==> src/rtl/alu_arbiter.sv <==
// alu_arbiter
//   Shares one combinational ALU among NUM_REQ requesters. At most one
//   pending request is granted per cycle. The granted operation and operands
//   are driven to the ALU, and the ALU result is captured into a one-entry
//   response register tagged with the requester index.
//
// Parameters
//   DATA_WIDTH - operand/result width
//   NUM_REQ    - number of requesters (2..8)
//   ID_WIDTH   - derived, clog2(NUM_REQ), minimum 1
//
// Ports
//   clock, reset                  - clock, asynchronous active-high reset
//   req_valid / req_ready         - per-requester request / grant (one-hot or 0)
//   req_operation/_operand_A/_B   - packed per-requester payload slices
//   alu_operation/_operand_A/_B   - drive to the shared ALU
//   alu_result                    - combinational result from the ALU
//   resp_valid/_id/_result        - registered response
//   resp_ready                    - consumer accepts the response
//
// Configuration macro
//   ALU_ARBITER_FIXED_PRIORITY_EN - when defined, the lowest index always wins
//                                   and no round-robin pointer is kept.
module alu_arbiter #(
  parameter int DATA_WIDTH = 32,
  parameter int NUM_REQ    = 4,
  localparam int ID_WIDTH  = (NUM_REQ > 2) ? $clog2(NUM_REQ) : 1
) (
  input  logic                          clock,
  input  logic                          reset,
  input  logic [NUM_REQ-1:0]            req_valid,
  output logic [NUM_REQ-1:0]            req_ready,
  input  logic [6*NUM_REQ-1:0]          req_operation,
  input  logic [DATA_WIDTH*NUM_REQ-1:0] req_operand_A,
  input  logic [DATA_WIDTH*NUM_REQ-1:0] req_operand_B,
  output logic [5:0]                    alu_operation,
  output logic [DATA_WIDTH-1:0]         alu_operand_A,
  output logic [DATA_WIDTH-1:0]         alu_operand_B,
  input  logic [DATA_WIDTH-1:0]         alu_result,
  output logic                          resp_valid,
  output logic [ID_WIDTH-1:0]           resp_id,
  output logic [DATA_WIDTH-1:0]         resp_result,
  input  logic                          resp_ready
);

  logic [5:0]            w_op [NUM_REQ];
  logic [DATA_WIDTH-1:0] w_a  [NUM_REQ];
  logic [DATA_WIDTH-1:0] w_b  [NUM_REQ];

  generate
    for (genvar gi = 0; gi < NUM_REQ; gi++) begin : g_unpack
      assign w_op[gi] = req_operation[6*gi +: 6];
      assign w_a[gi]  = req_operand_A[DATA_WIDTH*gi +: DATA_WIDTH];
      assign w_b[gi]  = req_operand_B[DATA_WIDTH*gi +: DATA_WIDTH];
    end
  endgenerate

  logic                  r_resp_valid;
  logic [ID_WIDTH-1:0]   r_resp_id;
  logic [DATA_WIDTH-1:0] r_resp_result;

  logic                  w_can_issue;
  logic                  w_grant_any;
  logic [ID_WIDTH-1:0]   w_grant_id;
  logic [ID_WIDTH-1:0]   w_ptr;
  logic [ID_WIDTH-1:0]   w_sel;

`ifdef ALU_ARBITER_FIXED_PRIORITY_EN
  assign w_ptr = '0;
`else
  logic [ID_WIDTH-1:0] r_ptr;
  logic [ID_WIDTH-1:0] w_ptr_next;

  assign w_ptr      = r_ptr;
  assign w_ptr_next = (w_grant_id == ID_WIDTH'(NUM_REQ - 1)) ? '0
                                                             : w_grant_id + ID_WIDTH'(1);

  always_ff @(posedge clock or posedge reset) begin
    if (reset) begin
      r_ptr <= '0;
    end else if (w_grant_any) begin
      r_ptr <= w_ptr_next;
    end
  end
`endif

  // A new result may be captured when the register is empty or being drained.
  assign w_can_issue = !r_resp_valid || resp_ready;

  // Scan offsets from farthest to nearest so the entry closest to the pointer
  // is the last (winning) assignment. Wrap is done by subtraction so that
  // non-power-of-two NUM_REQ works.
  always_comb begin
    int idx;
    w_grant_any = 1'b0;
    w_grant_id  = '0;
    idx         = 0;
    for (int k = NUM_REQ - 1; k >= 0; k--) begin
      idx = int'(w_ptr) + k;
      if (idx >= NUM_REQ) idx = idx - NUM_REQ;
      if (req_valid[ID_WIDTH'(idx)]) begin
        w_grant_any = 1'b1;
        w_grant_id  = ID_WIDTH'(idx);
      end
    end
    // Reset gating keeps req_ready low while reset is held even though the
    // registers already show an empty response slot.
    if (!w_can_issue || reset) begin
      w_grant_any = 1'b0;
    end
  end

  assign req_ready = w_grant_any ? (NUM_REQ'(1) << w_grant_id) : '0;

  // With no grant the ALU sees slice ptr; values are don't-care.
  assign w_sel         = w_grant_any ? w_grant_id : w_ptr;
  assign alu_operation = w_op[w_sel];
  assign alu_operand_A = w_a[w_sel];
  assign alu_operand_B = w_b[w_sel];

  always_ff @(posedge clock or posedge reset) begin
    if (reset) begin
      r_resp_valid  <= 1'b0;
      r_resp_id     <= '0;
      r_resp_result <= '0;
    end else if (w_grant_any) begin
      r_resp_valid  <= 1'b1;
      r_resp_id     <= w_grant_id;
      r_resp_result <= alu_result;
    end else if (resp_ready) begin
      r_resp_valid  <= 1'b0;
    end
  end

  assign resp_valid  = r_resp_valid;
  assign resp_id     = r_resp_id;
  assign resp_result = r_resp_result;

endmodule

==> config.mk <==
export PLATFORM = sky130hd
export DESIGN_NAME = alu_arbiter
export DESIGN_NICKNAME = d
export VERILOG_FILES = /design/src/rtl/alu_arbiter.sv
export SDC_FILE = /design/constraint.sdc
export NUM_CORES = 1
export LEC_CHECK = 0
export CORE_AREA = 2 2 168 170
export CTS_CLUSTER_DIAMETER = 80
export DETAILED_ROUTE_END_ITERATION = 10
export DIE_AREA = 0 0 170 172
export HOLD_SLACK_MARGIN = 0.06
export SETUP_SLACK_MARGIN = 0.05
export SYNTH_ARGS = -nofsm -noshare
export SYNTH_HDL_FRONTEND = slang
export SYNTH_SLANG_ARGS = --single-unit
==> constraint.sdc <==
create_clock -name clock -period 4.8 [get_ports clock]
set_clock_uncertainty 0.05 [all_clocks]
set_input_delay 0.96 -clock clock [delete_from_list [all_inputs] [get_ports clock]]
set_output_delay 0.96 -clock clock [all_outputs]
set_load 0.02 [all_outputs]
==> key figures, run 1 <==
Detailed routing
  – Residual DRC count: 0
  – DRT antenna net count: 0
  – Top layer in use: met4
  – Initial drt markers: 94
  – Total wire length: ~20000 um
  – Vias: 4648
  – Mean number of vias per cell: 3.867
  – Wire length per cell: 16.43 um
  – First-pass iteration count of the detailed router: 4
  – Wl on met1: ~7700 um
  – Routed met2 length: 9962 um
  – Detailed route wirelength on metal3: ~2000 um

CTS
  – Clk slew on worst S/H paths: 60 ps
  – # H-tree levels: 2
  – Max Root-Sink Buffers: 2
  – CTS Root Cell: clkbuf_16
  – CTS tree: yes
  – CTS Sinks: 37
  – Clock Latency Late Sink: 280 ps
  – Cts bufs inserted: 5

Setup path
  – Crit path cell chain: clkdlybuf4s50_1 > nor4_2 > or3_4 > o31ai_4 > buf_12 > buf_16 > mux2i_1 > mux2i_1 > clkdlybuf4s50_1
  – Crit-path max cell delay: ~550 ps
  – Reg-to-Reg Start: r_ptr[1]$_DFFE_PP0P_
  – WP data arrival: ~3600 ps
  – CP Capture Type: primary output
  – Critical path class: input pin to primary output
  – Setup crit start kind: input pin
  – CP max-delay cell: clkdlybuf4s50_1
  – Required time worst endpoint: 3790 ps
  – Worst-path fanout max: 26
  – Worst Setup SP: req_valid[3]

Synthesis
  – Sequential area share after synthesis: ~23%
  – Post-Synth Simple-Gate Area: between 10% and 20%
  – Synthesized cell area: around 4000 um^2
  – Cells after Synth: ~410
  – Multiplexer area fraction after synthesis: 52.65%
  – XOR/XNOR Fraction of Synth Area: 0%
  – Synth warn: 0
  – Avg Synthesized Cell Area: between 9 and 10 um^2
  – Net Count, Synth: between 700 and 800
  – Count of different cell masters after synthesis: 27
  – Main combinational cell family by area after synthesis: multiplexers
  – Post-Synth Adder-Cell Area: approximately 1.2%
  – Seq cells post-synth: 37
  – Compound-Gate Fraction of Synth Area: under 10%

Floorplanning
  – Core footprint: between 20000 and 30000 um^2
  – Die Outline Area: approximately 29000 um^2
  – Die width: ~170 um
  – IO Count: about 430
  – Starting density of the core: between 10% and 20%
  – Num rows: 61
  – Die Ht: approximately 170 um

STA
  – Max_slew headroom: around two thirds
  – Hold Violations, Final: 0
  – Setup violations, final: 0
  – Final Cycle Share: between 90 and 100%
  – Pins Over Slew Limit: 0
  – Hold WS: about 420 ps
  – Post-layout min period: about 4600 ps
  – Unrepaired setup endpoints after global routing: false
  – Fmax: about 0.22 GHz
  – Least-Margin Pin Slew: approximately 470 ps
  – Sum Neg Setup Slack: 0 ps

Status
  – Outcome: completed

GRT
  – Grt total ovfl: 0
  – Initial antenna violation count: 1
  – First-pass GRT wire length: approximately 27000 um
  – Total track usage: 12.10%
  – Largest net degree at the start of global routing: 36
  – Vias in the first global route: around 4800

Placement
  – Gpl congestion: just under 0.8
  – Final HPWL DP: between 15000 and 20000 um
  – Port bufs: between 400 and 500

Final layout
  – Layout area overhead: 125.7%
  – Share of layout cells above drive strength 1: ~6.2%
  – Most frequent cells in the layout: 379 x clkdlybuf4s50_1, 211 x mux2i_1, 100 x nand2_1
  – Nets@finish: between 1000 and 1500
  – Commonest non-fill, non-tap cell in the layout: clkdlybuf4s50_1

Hold path
  – Critical hold path startpoint: resp_result[17]$_DFFE_PP0P_
  – HP Class: flop to flop

Power
  – Leak: between 4 and 5 nW
  – Power Dens Cells: about 340 nW/um^2
  – Worst vdd ir: roughly 0.00026 V

Flow run
  – Maxcap violations: 0
## Yosys cell counts, drive strengths merged
master | number | area (um^2)
a21o | 2 | 15.01
a21oi | 2 | 10.01
a311oi | 1 | 8.760
and2 | 4 | 25.02
buf | 24 | 306.5
clkbuf | 7 | 26.28
dfrtp | 37 | 925.9
ha | 4 | 50.05
inv | 4 | 15.01
mux2i | 211 | 2112
nand2 | 100 | 375.4
nand2b | 1 | 6.260
nor2 | 3 | 11.26
nor2b | 2 | 12.51
nor3 | 1 | 5.000
nor3b | 1 | 7.510
nor4 | 2 | 33.78
o21ai | 1 | 5.000
o21bai | 1 | 7.510
o31ai | 2 | 28.78
or2 | 1 | 6.260
or3 | 2 | 17.52
## worst paths after layout
kind / endpoint / cells after the start / slack (ps)
min in group asynchronous: r_ptr[1]$_DFFE_PP0P_ / 3 / 1010
worst max register to register: r_ptr[1]$_DFFE_PP0P_ / 6 / 2870
worst min register to register: resp_result[17]$_DFFE_PP0P_ / 2 / 420
max in group asynchronous: resp_result[4]$_DFFE_PP0P_ / 4 / 3030
worst min-delay path: resp_result[17]$_DFFE_PP0P_ / 2 / 420
worst max-delay path: alu_operand_B[7] / 9 / 150
## state kept, by name, summed over array words and instances (netlist names)
signal / count
r_ptr: 2
resp_id: 2
resp_result: 32
resp_valid: 1
## report_power, final
group,switching [mW],internal [mW],total [mW]
Sequential,0.0352,0.363,0.398
Combinational,1.12,1.27,2.40
Clock,0.121,0.193,0.314
Total,1.28,1.83,3.11
## logic make-up after synthesis
family / count (synthesis)
and+or+nand+nor: 117
buffers and inverters: 35
AOI/OAI and AO/OA: 9
adders and majority gates: 4
muxes: 211
DFF: 37
## layer usage
metal  up-vias  GRT usage [%]
met3        13          4.234
met5         -              0
met1      2098          13.78
met2       209          22.27
met4         0          1.709
li1       2328              -
## worst max-delay path, delay by kind of cell
| kind | cells | cell delay (ps) |
|---|---|---|
| compound gates | 1 | 300 |
| mux | 2 | 360 |
| buf+inv | 4 | 1510 |
| simple gates | 2 | 490 |
## per-stage QoR
stage	instances	setup slack (ps)	utilization, %	power (mW)	instance area, um^2
final	1202	151.3	32.95	3.108	9054
after global routing	1201	49.68	32.94	3.293	9051
after CTS	1197	64.59	32.33	3.151	8884
after detailed placement	1189	33.84	31.84	2.821	8748
after global placement	1189	54.68	31.84	2.815	8748
after floorplan	413	1096	-	1.793	4011
## repair_timing
action,4_1_cts,5_1_grt
endpoints found under the setup margin,1,56
pin swaps,0,0
setup buffers,0,4
hold buffers,0,0
gates resized for setup,1,49
gates cloned,0,0
## cell type report
| cell class | instances | area [um^2] |
|---|---|---|
| Antenna cell | 1 | 2.502 |
| Fill cell | 2833 | 18420 |
| Timing Repair Buffer | 465 | 4785 |
| Tap cell | 346 | 432.9 |
| Multi-Input combinational cell | 341 | 2756 |
| Sequential cell | 37 | 925.9 |
| Clock buffer | 8 | 136.4 |
| Inverter | 4 | 15.01 |
Note: power is estimated with default switching activity, not from simulation.
==> inputs of run 2 (changes only) <==
--- a/config.mk
+++ b/config.mk
@@ -10,6 +10,7 @@
 export DETAILED_ROUTE_END_ITERATION = 10
 export DIE_AREA = 0 0 170 172
 export HOLD_SLACK_MARGIN = 0.06
+export RECOVER_POWER = 50
 export SETUP_SLACK_MARGIN = 0.05
 export SYNTH_ARGS = -nofsm -noshare
 export SYNTH_HDL_FRONTEND = slang
==> run 2 against run 1 <==
Compared with the run above:
- the flow now finishes with violations (capacitance limit, slew limit)
- count of clock-buffer cells in the layout unchanged
- register-to-register slack got worse by 610 ps
- worst hold slack got worse by 5.2 ps
- critical path type unchanged
- critical endpoint unchanged
==> key figures, run 2 (synthesized netlist as in run 1, its figures left out) <==
Setup path
  – Reg-to-Reg Start: resp_valid$_DFFE_PP0P_
  – Reg-to-Reg End: resp_id[1]$_DFFE_PP0P_
  – WP data arrival: 3640 ps (about the same)
  – Required time worst endpoint: 3790 ps (about the same)
  – R2R depth: 4 (-2)
  – Setup crit start kind: input pin
  – CP Capture Type: primary output
  – Worst-path fanout max: 26 (unchanged)
  – Worst Setup SP: reset
  – FF-to-FF setup slack: 2260 ps (-610 ps)
  – Critical path class: input pin to primary output

CTS
  – Clock Latency Late Sink: 280 ps (about the same)
  – # H-tree levels: 2 (unchanged)
  – Max Root-Sink Buffers: 2 (unchanged)
  – Clk slew on worst S/H paths: 60 ps (about the same)
  – CTS Sinks: 37 (unchanged)
  – CTS Root Cell: clkbuf_16
  – CTS tree: yes
  – Cts bufs inserted: 5 (unchanged)

STA
  – Least-Margin Pin Slew: 1845 ps (+1376 ps)
  – Worst setup margin: 148.6 ps (-2.714 ps)
  – Sum Neg Setup Slack: 0 ps (unchanged)
  – Unrepaired setup endpoints after global routing: false
  – Fmax: 0.2150 GHz (about the same)
  – Pins Over Slew Limit: 70 (+70)
  – Max_slew headroom: -22.98% (-92 points)
  – Post-layout min period: 4651 ps (+2.714 ps)
  – Final Cycle Share: 96.90% (about the same)
  – Setup violations, final: 0 (unchanged)
  – Hold Violations, Final: 0 (unchanged)

Floorplanning
  – Die Outline Area: 29240 um^2 (unchanged)
  – Core footprint: 27480 um^2 (unchanged)
  – IO Count: 428 (unchanged)
  – Num rows: 61 (unchanged)
  – Die width: 170 um (unchanged)
  – Die Ht: 172 um (unchanged)
  – Starting density of the core: 14.60% (unchanged)

Final layout
  – Nets@finish: 1177 (unchanged)
  – Most frequent cells in the layout: 343 x clkdlybuf4s50_1, 211 x mux2i_1, 100 x nand2_1
  – Layout area overhead: 125.4%
  – Final instance area: 9042 um^2 (-0.12%)
  – Share of layout cells above drive strength 1: 5.848% (-0.35 points)
  – Max reg flops: 32 (unchanged)
  – Fill count: 2837 (+0.14%)
  – Commonest non-fill, non-tap cell in the layout: clkdlybuf4s50_1
  – Final Instance Count excl. Fillers: 1202 (unchanged)
  – Final core occ: 32.91% (-0.041 points)

Detailed routing
  – Initial drt markers: 95 (+1.1%)
  – First-pass iteration count of the detailed router: 4 (unchanged)
  – Vias: 4661 (+0.28%)
  – Wire length per cell: 16.44 um (about the same)
  – Total wire length: 19760 um (about the same)
  – Residual DRC count: 0 (unchanged)
  – Mean number of vias per cell: 3.878 (+0.28%)
  – DRT antenna net count: 0 (unchanged)

Flow run
  – Maxcap violations: 2 (+2)

GRT
  – Largest net degree at the start of global routing: 36 (unchanged)
  – Met1 GRT Util: 13.78% (unchanged)
  – First-pass GRT wire length: 27460 um (unchanged)
  – Met3 usage: 4.234% (unchanged)
  – Grt total ovfl: 0 (unchanged)
  – Total track usage: 12.10% (unchanged)
  – Layer with the highest usage: met2
  – Met2 Use GR: 22.27% (unchanged)
  – Vias in the first global route: 4763 (unchanged)
  – Initial antenna violation count: 1 (unchanged)

Placement
  – Port bufs: 427 (unchanged)
  – DP Worst Slack: 33.84 ps (unchanged)
  – Final HPWL DP: 16680 um (unchanged)
  – DP Area: 8748 um^2 (unchanged)
  – Placed Instances: 1189 (unchanged)
  – Gpl congestion: 0.7809 (unchanged)

Hold path
  – Hold path endpoint: resp_result[17]$_DFFE_PP0P_
  – Hold Path Depth: 2 (unchanged)
  – HP Class: flop to flop
  – Critical hold path startpoint: resp_result[17]$_DFFE_PP0P_

Status
  – Outcome: finished with violations
  – Failing checks: capacitance limit, slew limit

Power
  – Power Dens Cells: 341.7 nW/um^2 (-0.45%)
  – Leak: 4.344 nW (+0.60%)
  – Worst vdd ir: 0.0002624 V (-0.96%)
[run 2: cell types whose count changed in the layout (fill, tap and decap cells not counted), sizes merged]
cell and change:
clkdlybuf4s50 -36, dlygate4sd3 +36, buf -3, clkbuf +3
[run 2: metrics by stage]
step | power (mW) | hold slack, ps
finish | 3.090 | 414.2
global route | 3.274 | 448.9
floorplan | 1.793 | 475.2
detailed placement | 2.821 | 410.7
CTS | 3.151 | 425.0
global placement | 2.815 | 406.0
[run 2: what timing repair did]
action / in CTS / in global routing
setup buffers: 0 / 4
resized for setup: 1 / 49
pin swaps: 0 / 0
hold buffers: 0 / 0
endpoints found under the setup margin: 1 / 56
[run 2: where the power goes]
part           internal [mW]  switching [mW]
Sequential             0.363          0.0335
Combinational           1.25            1.12
Clock                  0.193           0.121
[run 2: worst max-delay path by stage]
stage,slack (ps),end
4_1_cts,60,alu_operand_A[9]
3_3_place_gp,50,alu_operand_A[8]
5_1_grt,50,alu_operand_B[7]
2_1_floorplan,1100,alu_operand_A[0]
3_5_place_dp,30,alu_operand_A[8]
6_report,150,alu_operand_B[7]
[run 2: area by class of cell]
| cell class | count | area (um^2) | share of cell area [%] |
|---|---|---|---|
| Timing Repair Buffer | 465 | 4773 | 52.79 |
| Multi-Input combinational cell | 341 | 2756 | 30.48 |
| Sequential cell | 37 | 925.9 | 10.24 |
| Tap cell | 346 | 432.9 | 4.788 |
| Clock buffer | 8 | 136.4 | 1.508 |
| Inverter | 4 | 15.01 | 0.1660 |
| Antenna cell | 1 | 2.502 | 0.02767 |
[run 2: layer usage]
metal  vias up  wire length [um]
li1       2330                 -
met1      2103              7703
met2       215              9958
met3        13              1963
met4         0               136
met5         -                 0
[run 2: worst max-delay path: stages]
cell and delay [ps]:
dlygate4sd3_1 560, or3_4 440, o31ai_4 300, buf_12 230, buf_16 220, mux2i_1 260
mux2i_1 100, clkdlybuf4s50_1 550
==> inputs of run 3 (changes only) <==
--- a/config.mk
+++ b/config.mk
@@ -5,11 +5,14 @@
 export SDC_FILE = /design/constraint.sdc
 export NUM_CORES = 1
 export LEC_CHECK = 0
-export CORE_AREA = 2 2 168 170
+export CELL_PAD_IN_SITES_DETAIL_PLACEMENT = 2
+export CELL_PAD_IN_SITES_GLOBAL_PLACEMENT = 2
+export CORE_AREA = 2 2 167 169
 export CTS_CLUSTER_DIAMETER = 80
 export DETAILED_ROUTE_END_ITERATION = 10
-export DIE_AREA = 0 0 170 172
+export DIE_AREA = 0 0 169 171
 export HOLD_SLACK_MARGIN = 0.06
+export PLACE_DENSITY_LB_ADDON = 0.1
 export RECOVER_POWER = 50
 export SETUP_SLACK_MARGIN = 0.05
 export SYNTH_ARGS = -nofsm -noshare
==> run 3 against run 2 <==
Compared with the run above:
- sequential share of layout area grew 0.10 points
- wire length increased by 37%
- core utilization shrank 0.14 points
- total power increased by 1.3%
- highest routed layer is now met5
- flip-flop and latch count unchanged
- the run still ends with capacitance limit, slew limit left
- worst hold slack improved by 12 ps
- largest power group unchanged
- non-clock buffer count down 8
- register-to-register slack worse by 100 ps
- count of clock-buffer cells in the layout fell by 1
- maximum frequency grew 2.3%
- setup slack improved by 100 ps
==> key figures, run 3 (synthesized netlist as in run 1, its figures left out) <==
STA
  – Hold Violations, Final: 0 (unchanged)
  – Fmax: 0.2199 GHz (+2.3%)
  – Max_slew headroom: -4.975% (+18 points)
  – Unrepaired setup endpoints after global routing: false
  – Post-layout min period: 4548 ps (-103.0 ps)
  – Pins Over Slew Limit: 27 (-61%)
  – Sum Neg Setup Slack: 0 ps (unchanged)
  – Least-Margin Pin Slew: 1575 ps (-270.1 ps)
  – Setup violations, final: 0 (unchanged)
  – Final Cycle Share: 94.76% (-2.1 points)
  – Hold WS: 425.9 ps (+11.69 ps)

Setup path
  – Setup crit start kind: input pin
  – Most frequent cell on the critical path: clkdlybuf4s50_1
  – WP data arrival: 3540 ps (-100 ps)
  – Crit-path max cell delay: 880 ps (+320 ps)
  – Crit path cell chain: clkdlybuf4s50_1 > nor4_1 > clkbuf_1 > nor3_2 > and2_1 > clkdlybuf4s50_1
  – Worst-path fanout max: 17 (-35%)
  – CP Capture Type: primary output
  – Critical path class: input pin to primary output
  – CP max-delay cell: nor3_2
  – Required time worst endpoint: 3790 ps (about the same)

CTS
  – CTS tree: yes
  – Clock Latency Late Sink: 280 ps (about the same)
  – CTS Sinks: 37 (unchanged)
  – Max Root-Sink Buffers: 2 (unchanged)
  – Clk slew on worst S/H paths: 60 ps (about the same)
  – CTS Root Cell: clkbuf_16
  – Cts bufs inserted: 5 (unchanged)
  – # H-tree levels: 2 (unchanged)

Status
  – Outcome: finished with violations
  – Failing checks: capacitance limit, slew limit

Hold path
  – HP Class: flop to flop

Final layout
  – Final instance area: 8955 um^2 (-0.97%)
  – Final Instance Count excl. Fillers: 1200 (-0.17%)
  – Max reg flops: 32 (unchanged)
  – Fill count: 3038 (+7.1%)
  – Most frequent cells in the layout: 321 x clkdlybuf4s50_1, 208 x mux2i_1, 100 x nand2_1
  – Commonest non-fill, non-tap cell in the layout: clkdlybuf4s50_1
  – Nets@finish: 1169 (-0.68%)
  – Layout area overhead: 123.2%
  – Share of layout cells above drive strength 1: 6.257% (+0.41 points)

Detailed routing
  – Vias: 4960 (+6.4%)
  – Residual DRC count: 0 (unchanged)
  – First-pass iteration count of the detailed router: 4 (unchanged)
  – Total wire length: 27060 um (+37%)
  – Initial drt markers: 103 (+8.4%)
  – Wire length per cell: 22.55 um (+37%)
  – DRT antenna net count: 0 (unchanged)
  – Mean number of vias per cell: 4.133 (+6.6%)

Placement
  – Placed Instances: 1179 (-0.84%)
  – Final HPWL DP: 23110 um (+39%)
  – DP Area: 8666 um^2 (-0.94%)
  – Port bufs: 427 (unchanged)
  – Gpl congestion: 0.8927 (+14%)

GRT
  – First-pass GRT wire length: 37520 um (+37%)
  – Vias in the first global route: 5595 (+17%)
  – Largest net degree at the start of global routing: 30 (-17%)
  – Total track usage: 17.46% (+5.4 points)
  – Grt total ovfl: 0 (unchanged)
  – Initial antenna violation count: 7 (+6)

Power
  – Leak: 4.265 nW (-1.8%)
  – Worst vdd ir: 0.0001529 V (-42%)
  – Power Dens Cells: 349.5 nW/um^2 (+2.3%)

Floorplanning
  – Core footprint: 27320 um^2 (-0.56%)
  – Die width: 169 um (-0.59%)
  – IO Count: 428 (unchanged)
  – Die Ht: 171 um (-0.58%)
  – Die Outline Area: 28900 um^2 (-1.2%)
  – Starting density of the core: 14.68% (+0.082 points)
  – Num rows: 61 (unchanged)

Flow run
  – Maxcap violations: 1 (-1)
-- run 3: path summary, 6_finish.rpt --
path | start | endpoint | slack, ps | cells past startpoint
worst min register to register | resp_result[5]$_DFFE_PP0P_ | resp_result[5]$_DFFE_PP0P_ | 430 | 2
worst min-delay path | resp_result[5]$_DFFE_PP0P_ | resp_result[5]$_DFFE_PP0P_ | 430 | 2
min in group asynchronous | reset | resp_result[14]$_DFFE_PP0P_ | 1300 | 3
worst max-delay path | req_valid[2] | req_ready[3] | 250 | 6
worst max register to register | resp_valid$_DFFE_PP0P_ | resp_result[27]$_DFFE_PP0P_ | 2160 | 5
max in group asynchronous | reset | resp_result[11]$_DFFE_PP0P_ | 1570 | 4
-- run 3: metal layers --
| metal | routed length [um] | GRT usage, % |
|---|---|---|
| met4 | 384 | 3.976 |
| met5 | 13 | 0 |
| met3 | 2129 | 5.621 |
| met1 | 9884 | 18.41 |
| met2 | 14650 | 33.62 |
-- run 3: final cells by class --
class | count | area (um^2) | share of cell area (%)
Antenna cell | 7 | 17.52 | 0.1956
Inverter | 4 | 15.01 | 0.1677
Clock inverter | 1 | 8.758 | 0.09781
Multi-Input combinational cell | 341 | 2755 | 30.77
Timing Repair Buffer | 457 | 4647 | 51.89
Tap cell | 346 | 432.9 | 4.834
Clock buffer | 7 | 152.6 | 1.705
Sequential cell | 37 | 925.9 | 10.34
-- run 3: what timing repair did --
action,4_1_cts,5_1_grt
gates resized for setup,28,38
hold buffers,0,0
gates cloned,0,0
endpoints found under the setup margin,37,35
buffers inserted,0,6
-- run 3: where the power goes --
group	switching (mW)	internal, mW	total, mW
registers	0.0356	0.363	0.398
clock network	0.139	0.223	0.362
logic	1.18	1.19	2.37
total	1.36	1.77	3.13
-- run 3: per-stage QoR --
stage	util, %	setup slack [ps]	power [mW]
2_1_floorplan	-	1096	1.793
3_3_place_gp	31.72	91.66	2.812
3_5_place_dp	31.72	-16.21	2.868
4_1_cts	32.23	49.41	3.190
5_1_grt	32.75	52.20	3.318
6_report	32.77	251.6	3.130
-- run 3: worst max-delay path: cells and delay by family --
family	cells	cell delay (ps)
buf+inv	3	1360
simple gates	3	1210
